[config.mk]
export PLATFORM = sky130hd
export DESIGN_NAME = cong_noi_tiep
export DESIGN_NICKNAME = d
export VERILOG_FILES = /design/src/rtl/cong_noi_tiep.sv
export SDC_FILE = /design/constraint.sdc
export NUM_CORES = 1
export LEC_CHECK = 0
export BUFFER_PORTS_ARGS = -buffer_cell sky130_fd_sc_hd__buf_4
export CORE_ASPECT_RATIO = 1.1
export CORE_MARGIN = 2
export CORE_UTILIZATION = 56
export DETAILED_ROUTE_END_ITERATION = 12
export PLACE_DENSITY_LB_ADDON = 0.05
export SYNTH_ARGS = -nofsm -noshare
export SYNTH_HDL_FRONTEND = slang
export SYNTH_SLANG_ARGS = --single-unit
export TNS_END_PERCENT = 50
[constraint.sdc]
create_clock -name clk -period 2.08 [get_ports clk]
set_input_delay 0.208 -clock clk [delete_from_list [all_inputs] [get_ports clk]]
set_output_delay 0.208 -clock clk [all_outputs]
set_load 0.02 [all_outputs]
[src/rtl/cong_noi_tiep.sv]
// Bit-serial N-bit adder: {co,s} = a + b + ci, one full-adder bit per clock, LSB first.
// Latency: accept edge E0, N RUN edges, done high for the single cycle after edge EN.
// Handshake: start sampled only in IDLE; ignored in RUN/DONE (no queuing), next accept at E(N+2).
module cong_noi_tiep #(
    parameter int N = 8
) (
    input  logic         clk,
    input  logic         rst,
    input  logic         start,
    input  logic [N-1:0] a,
    input  logic [N-1:0] b,
    input  logic         ci,
    output logic         busy,
    output logic         done,
    output logic [N-1:0] s,
    output logic         co,
    output logic         ovf
);

    localparam int CW = (N > 2) ? $clog2(N) : 1;

    typedef enum logic [1:0] {
        S_IDLE = 2'd0,
        S_RUN  = 2'd1,
        S_DONE = 2'd2
    } state_t;

    state_t          r_state;
    logic [N-1:0]    r_ra;
    logic [N-1:0]    r_rb;
    logic [N-1:0]    r_acc;      // sum bits shift in at the MSB while running
    logic [N-1:0]    r_s;        // published result, only touched on the final edge
    logic            r_carry;
    logic            r_cin_msb;  // carry into bit N-1, kept for the overflow flag
    logic            r_co;
    logic            r_busy;
    logic            r_done;
    logic [CW-1:0]   r_cnt;

    logic            w_x;
    logic            w_y;
    logic            w_sum;
    logic            w_cout;
    logic            w_last;
    logic [N-1:0]    w_acc_nxt;

    // single full-adder cell working on the current LSBs
    assign w_x       = r_ra[0];
    assign w_y       = r_rb[0];
    assign w_sum     = w_x ^ w_y ^ r_carry;
    assign w_cout    = (w_x & w_y) | ((w_x ^ w_y) & r_carry);
    assign w_last    = (r_cnt == CW'(N - 1));
    assign w_acc_nxt = {w_sum, r_acc[N-1:1]};

    assign busy = r_busy;
    assign done = r_done;
    assign s    = r_s;
    assign co   = r_co;
    // both terms are flops updated on the same final edge, so ovf is valid with done
    assign ovf  = r_cin_msb ^ r_co;

    // control FSM and serial datapath
    always_ff @(posedge clk) begin
        if (rst) begin
            r_state   <= S_IDLE;
            r_ra      <= '0;
            r_rb      <= '0;
            r_acc     <= '0;
            r_s       <= '0;
            r_carry   <= 1'b0;
            r_cin_msb <= 1'b0;
            r_co      <= 1'b0;
            r_busy    <= 1'b0;
            r_done    <= 1'b0;
            r_cnt     <= '0;
        end else begin
            case (r_state)
                S_IDLE: begin
                    r_done <= 1'b0;
                    if (start) begin
                        r_ra    <= a;
                        r_rb    <= b;
                        r_carry <= ci;
                        r_cnt   <= '0;
                        r_busy  <= 1'b1;
                        r_state <= S_RUN;
                    end
                end
                S_RUN: begin
                    r_acc   <= w_acc_nxt;
                    r_carry <= w_cout;
                    r_ra    <= {1'b0, r_ra[N-1:1]};
                    r_rb    <= {1'b0, r_rb[N-1:1]};
                    r_cnt   <= r_cnt + CW'(1);
                    if (w_last) begin
                        r_cin_msb <= r_carry;
                        r_s       <= w_acc_nxt;
                        r_co      <= w_cout;
                        r_busy    <= 1'b0;
                        r_done    <= 1'b1;
                        r_state   <= S_DONE;
                    end
                end
                S_DONE: begin
                    r_done  <= 1'b0;
                    r_state <= S_IDLE;
                end
                default: begin
                    r_busy  <= 1'b0;
                    r_done  <= 1'b0;
                    r_state <= S_IDLE;
                end
            endcase
        end
    end

endmodule

# Word-level counts from Yosys, hierarchy flattened
# Index checks and enable logic that the tools add are counted.
# op_classes
add_sub_neg,1
eq_ne,5
n_mux,14
bitwise,8
reduce_logical,7
# op_table
cell,n
$pmux 8 s2,2
$mux 8,2
$pmux 3 s2,1
$reduce_and 2->1,3
$mux 2,2
$ne 2x2->1 const B,2
$pmux 2 s2,1
$add 3x1->3 const B,1
$eq 3x3->1 const B,1
$mux 1,3
$mux 3,1
$pmux 1 s3,1
$reduce_and 3->1,1
$xor 1x1->1,3
$and 1x1->1,2
$eq 2x1->1 const B,1
$eq 2x2->1 const B,1
$logic_not 2->1,1
$not 1->1,2
$pmux 1 s2,1
$reduce_bool 2->1,1
$reduce_or 2->1,1
$or 1x1->1,1
# word_totals
ff_bits,42
elab_cells,46

# Logic depth before layout (Yosys ltp)
# Gate-level depths: netlist of the first run.
# depth
word_depth,4
depth_mapped,5
mapped_depth_nobuf,5

# Least setup slack after synthesis of the first run
# OpenSTA, ideal clock, no wires.
# synth_path
path_kind,register to register
start,register r_cnt[0]
end,register r_s[1] (netlist: s[1])
setup_time_ps,70
arrival_ps,1155
t_required_ps,2010
setup_slack_ps,854
path_stages_with_launch,6
path_buffers,1
period_less_slack_ps,1226
cell_sequence,dfxtp_1 ha_1 ha_1 buf_1 nand3_1 a21oi_1
# synth_between
elab_chain_len,2
# synth_lines
item,line,text
from (decl),38,logic [CW-1:0] r_cnt;
from (signal assigned),94,r_cnt <= r_cnt + CW'(1);
$eq 3x3->1,52,assign w_last = (r_cnt == CW'(N - 1));
$reduce_and 2->1 (no source line),--,
to (signal assigned),97,r_s <= w_acc_nxt;
to (decl),32,logic [N-1:0] r_s;
# No other way between the ends.
# A chain may end at the register's enable or synchronous reset.

# Worst setup path in the final report of the first run
# layout_path
start,register r_state[1]
end,register r_rb[1]
# layout_between
elab_chain_len,3
word_cells_on_any_way,6
cone_classes,eq/ne: 2; mux: 1; reduce/logical: 3
# layout_lines
item,line,text
from (decl),28,state_t r_state;
from (signal assigned),65,r_state <= S_IDLE;
from (signal assigned),86,r_state <= S_RUN;
from (signal assigned),101,r_state <= S_DONE;
$eq 2x1->1 or $logic_not 2->1 (tied branches),77,case (r_state)
$reduce_bool 2->1 (no source line) or $ne 2x2->1 (tied branches),--,
$reduce_and 2->1 (no source line),--,
to (signal assigned),93,"r_rb <= {1'b0, r_rb[N-1:1]};"
to (decl),30,logic [N-1:0] r_rb;
# Several ways; a longest one is shown, not always the timed one.

==> results of run 1 <==
## power by group through the flow
stage / combinational [W] / sequential (W) / clock [W]
after floorplan: 0.000122 / 0.000862 / 0
after global placement: 0.000164 / 0.000865 / 0
after detailed placement: 0.000171 / 0.000867 / 0
after CTS: 0.000171 / 0.000849 / 0.000402
after global routing: 0.000190 / 0.000855 / 0.000424
final: 0.000169 / 0.000849 / 0.000388
## synthesized netlist by cell type (4+ instances only)
library cell,instances
nor2_1,21
clkbuf_1,5
nand2_1,24
a211oi_1,16
mux2i_1,16
dfxtp_1,41
nand2b_1,6
a22oi_1,4
nand3_1,10
a21oi_1,18
buf_2,6
## cells by family (layout without fill, tap and decap cells)
group,after synthesis,after routing,synth area share [%]
xor gates and xnor gates,1,1,0.526
AOI/OAI and AO/OA,40,40,15.3
DFF,41,41,49.3
muxes,16,16,9.62
adders and majority gates,3,3,2.70
buffers and inverters,14,41,5.03
and+or+nand+nor,66,66,17.5
## state kept, by name (all words and copies together) (netlist names), 2 cells and up
signal	cells
r_acc	7
r_state	2
r_cnt	3
r_ra	8
r_rb	8
s	8
## per-stage QoR
step / hold WS, ps / setup slack (ps) / utilization, %
global route: 153 / 515 / 69.4
global placement: 446 / 745 / 67.5
finish: 114 / 671 / 69.4
detailed placement: 451 / 706 / 67.5
CTS: 107 / 680 / 69.4
floorplan: 356 / 854 / -
## routing by layer
layer	global-route usage, %	up-vias	wire [µm]
met1	22.1	588	1340
met4	10.5	0	56
met5	0	-	0
li1	-	683	-
met3	4.41	7	114
met2	35.5	27	1500
## worst paths after layout
kind | start | end | cells past startpoint
setup / recovery | r_state[1] | r_rb[1] | 4
hold reg to reg | s[1] | s[1] | 2
hold / removal | a[7] | r_ra[7] | 3
setup reg to reg | r_state[1] | r_rb[1] | 4
## area by class of cell
type	instances	share of cell area (%)
Tap cell	33	2.12
Clock buffer	7	2.83
Sequential cell	41	42.2
Multi-Input combinational cell	126	39.1
Timing Repair Buffer	34	13.8
## critical path, delay by kind of cell (launching register included)
family	cells	cell delay (ps)
AND/OR/NAND/NOR	2	410
AO/OA/AOI/OAI	1	220
buffers and inverters	1	230
flip-flops	1	450
==> flow_metrics.py, run 1 <==
metrics = {
    "placed_design": {
        "gp_congestion": 0.747,
        "placed_area_um2": 1890,
        "numPlacedInstances": 234,
        "post-dp-hpwl_mm": 2.15,
        "io_buffers": 31,
    },
    "finish": {
        "instances_no_fill": 241,
        "n_antenna_cell": 0,
        "fillCellCount": 235,
        "multi_input_area_um2": 761,
        "seqCellArea_um2": 821,
        "drive_gt1_share_pct": 19.2,
        "final_common_cell": "dfxtp_1",
        "fin_area_um2": 1950,
        "nets": 231,
        "area_delta_synth_final_pct": 16.8,
        "layout_common_cells": "41 x dfxtp_1, 33 x buf_4, 24 x nand2_1",
    },
    "logic_synthesis": {
        "synth_seq_cells": 41,
        "synth-async-reset-ratio_pct": 0,
        "syn_nets": 204,
        "synth-main-ff-cell": "dfxtp_1",
        "ys_seq_area_share_pct": 49.3,
        "synth_cells": 181,
        "synth_edf_count": 0,
        "synth_top_area_share_pct": 49.3,
        "ys_warn_count": 0,
        "synth_top_area_cell": "dfxtp_1",
        "syn_avg_cell_area_um2": 9.20,
        "syn_area_um2": 1670,
        "netlist_top_cells_area": "dfxtp_1 49%, mux2i_1 9.6%, a211oi_1 7.2%, a21oi_1 5.4%, nand2_1 5.4%",
        "synth_cell_types": 23,
    },
    "timing": {
        "setup_viol": 0,
        "tightest_slew_ps": 555,
        "final-max-slew-violation-count": 0,
        "rsz0062_at_grt": "no",
        "finalCriticalPeriod_ps": 1410,
        "relSlewSlack_pct": 63.0,
        "finalHoldViolations": 0,
        "finalSetupTns_ps": 0,
        "fin_crit_sh_pct": 67.8,
        "fmax_ghz": 0.709,
        "final.setup_skew_ps": 6.07,
    },
    "critical_path": {
        "cp_cell_sequence": "nand2b_1 -> buf_12 -> nor2_1 -> a211oi_1",
        "worstPathArrival_ps": 1660,
        "cp_max_fo": 32,
        "crit_slowest_cell": "dfxtp_1",
        "cp-start-kind": "flip-flop",
        "r2r_slack_ps": 670,
        "critPathMaxStageDelay_ps": 450,
        "cp.required_ps": 2330,
        "worstSetupEndpointType": "flip-flop",
        "criticalPathCategory": "reg2reg",
    },
    "detailed_routing": {
        "routed_wl_mm": 3.01,
        "drt_first_pass_iters": 4,
        "drtAntennaViolNets": 0,
        "vias_per_cell": 5.41,
        "drtIter0Drc": 35,
        "post_drt_wl_per_cell_um": 12.5,
        "drc": 0,
        "vias": 1305,
    },
    "global_route": {
        "grt_max_degree": 42,
        "track_usage_pct": 19.6,
        "grt_pass1_wl_mm": 5.18,
        "gr-total-overflow": 0,
        "first_global_vias": 1237,
        "antenna_found_initial": 0,
    },
    "run": {
        "drv_cap": 0,
    },
    "pwr": {
        "power.internal_w": 0.00106,
        "netSwitchingFraction_pct": 24.3,
        "leakagePower_nw": 0.819,
        "p_seq_share_pct": 60.4,
        "p_per_area_nw_per_um2": 723,
        "comb_power_share_pct": 12.0,
        "power.share.clock_pct": 27.6,
        "power.total_w": 0.00141,
        "peakVddDrop_v": 0.000641,
        "switchingPower_w": 0.000342,
    },
    "die": {
        "core_area_um2": 2800,
        "initial_utilization_pct": 59.4,
        "die_area_um2": 3430,
        "num_rows": 20,
        "dieHeight_um": 61.2,
        "die_w_um": 56.0,
        "io_pins": 32,
    },
    "clocking": {
        "cts_tree": "built",
        "path_clk_slew_ps": 110,
        "cts_setup_buffers": 0,
        "hold_buffers": 0,
        "post_cts_resized": 0,
        "root_buffer": "clkbuf_4",
        "clockBufferDepth": 2,
        "htreeDepth": 2,
        "cts_sinks": 41,
        "cts_inserted_buffers": 5,
        "clock_latency_ps": 340,
    },
    "hold_path": {
        "hold_class": "in2reg",
    },
    "status": {
        "status": "complete, no violations",
    },
}
Note: power is estimated with default switching activity, not from simulation.
==> run 2, diff against run 1 <==
- CORE_UTILIZATION: 56 -> 53
- clock period: 2.08 -> 1.34 ns (I/O delays scaled with it)
==> flow_metrics.py, run 2 (synthesized netlist as in run 1, its figures left out) <==
metrics = {
    "status": {
        "status": "complete, no violations",
    },
    "placed_design": {
        "gp_congestion": 0.744,
        "post-dp-hpwl_mm": 2.11,
        "io_buffers": 31,
        "pre_cts_ws_ps": 14.7,
    },
    "clocking": {
        "htreeDepth": 2,
        "hold_buffers": 0,
        "clock_latency_ps": 350,
        "root_buffer": "clkbuf_4",
        "clockBufferDepth": 2,
        "cts_setup_buffers": 0,
        "cts_tree": "built",
        "path_clk_slew_ps": 120,
        "cts_inserted_buffers": 5,
        "post_cts_resized": 1,
        "cts_sinks": 41,
    },
    "timing": {
        "setup_viol": 0,
        "finalCriticalPeriod_ps": 1240,
        "relSlewSlack_pct": 72.4,
        "whs_ps": 34.3,
        "final-max-slew-violation-count": 0,
        "tightest_slew_ps": 414,
        "finalSetupTns_ps": 0,
        "setup_ws_ps": 103,
        "finalHoldViolations": 0,
        "fmax_ghz": 0.808,
        "fin_crit_sh_pct": 92.3,
        "rsz0062_at_grt": "yes",
        "final.setup_skew_ps": 7.81,
    },
    "pwr": {
        "peakVddDrop_v": 0.000932,
        "p_per_area_nw_per_um2": 1250,
        "leakagePower_nw": 0.859,
    },
    "critical_path": {
        "worstRegToRegCells": 6,
        "worstSetupEndpointType": "flip-flop",
        "cp.required_ps": 1630,
        "cp-start-kind": "flip-flop",
        "criticalPathCategory": "reg2reg",
        "cp_max_fo": 10,
        "worstPathArrival_ps": 1530,
    },
    "finish": {
        "final_common_cell": "dfxtp_1",
        "nets": 234,
        "n_antenna_cell": 0,
        "fillCellCount": 271,
        "drive_gt1_share_pct": 23.6,
        "seqCellArea_um2": 825,
        "area_delta_synth_final_pct": 23.2,
        "multi_input_area_um2": 776,
        "layout_common_cells": "38 x dfxtp_1, 34 x buf_4, 24 x nand2_1",
    },
    "global_route": {
        "antenna_found_initial": 0,
        "first_global_vias": 1226,
        "track_usage_pct": 19.3,
        "grt_pass1_wl_mm": 5.35,
        "grt_max_degree": 42,
        "gr-total-overflow": 0,
    },
    "detailed_routing": {
        "drc": 0,
        "routed_wl_mm": 3.11,
        "post_drt_wl_per_cell_um": 12.7,
        "vias_per_cell": 5.35,
        "vias": 1316,
        "drt_first_pass_iters": 4,
        "drtIter0Drc": 78,
        "drtAntennaViolNets": 0,
    },
    "die": {
        "num_rows": 21,
        "initial_utilization_pct": 55.1,
        "die_w_um": 57.4,
        "dieHeight_um": 62.8,
        "die_area_um2": 3610,
        "io_pins": 32,
        "core_area_um2": 3020,
    },
    "hold_path": {
        "hold_depth": 3,
        "hold_class": "in2reg",
    },
    "run": {
        "drv_cap": 0,
    },
}
-- run 2: report_power, final --
group | internal [W] | switching (W)
Clock | 0.000577 | 0.000391
Sequential | 0.00128 | 0.0000386
Combinational | 0.000133 | 0.000141
-- run 2: worst paths after layout --
path	from	end	slack, ps
max	r_cnt[0]	s[7]	100
max reg2reg	r_cnt[0]	s[7]	100
min	b[7]	r_rb[7]	30
min reg2reg	r_acc[1]	r_acc[1]	470
-- run 2: per-stage QoR --
stage / util (%) / area (µm²) / std cells / total power (W)
floorplan: - / 1670 / 181 / 0.00153
global placement: 63.8 / 1930 / 238 / 0.00160
detailed placement: 63.8 / 1930 / 238 / 0.00161
CTS: 67.2 / 2030 / 246 / 0.00259
global route: 67.9 / 2050 / 246 / 0.00269
finish: 67.9 / 2050 / 246 / 0.00256
-- run 2: layer usage --
metal	part of all wire [%]	wire [µm]	GRT usage (%)	up-vias
li1	-	-	-	685
met1	46	1440	24.2	593
met2	47	1460	30.4	32
met3	5.4	169	6.21	6
met4	1.7	53	7.85	0
met5	0	0	0	-
-- run 2: critical path, cell delays in order, from the launching register on --
cell and delay, ps:
dfxtp_2 350, ha_2 200, ha_4 180, nand3b_1 120
buf_12 140, nand2_1 60, a21oi_1 140
-- run 2: layout make-up --
| class | instances | area share, % |
|---|---|---|
| Sequential cell | 41 | 40.2 |
| Clock buffer | 5 | 1.83 |
| Tap cell | 34 | 2.07 |
| Clock inverter | 3 | 3.17 |
| Multi-Input combinational cell | 126 | 37.8 |
| Timing Repair Buffer | 37 | 14.9 |
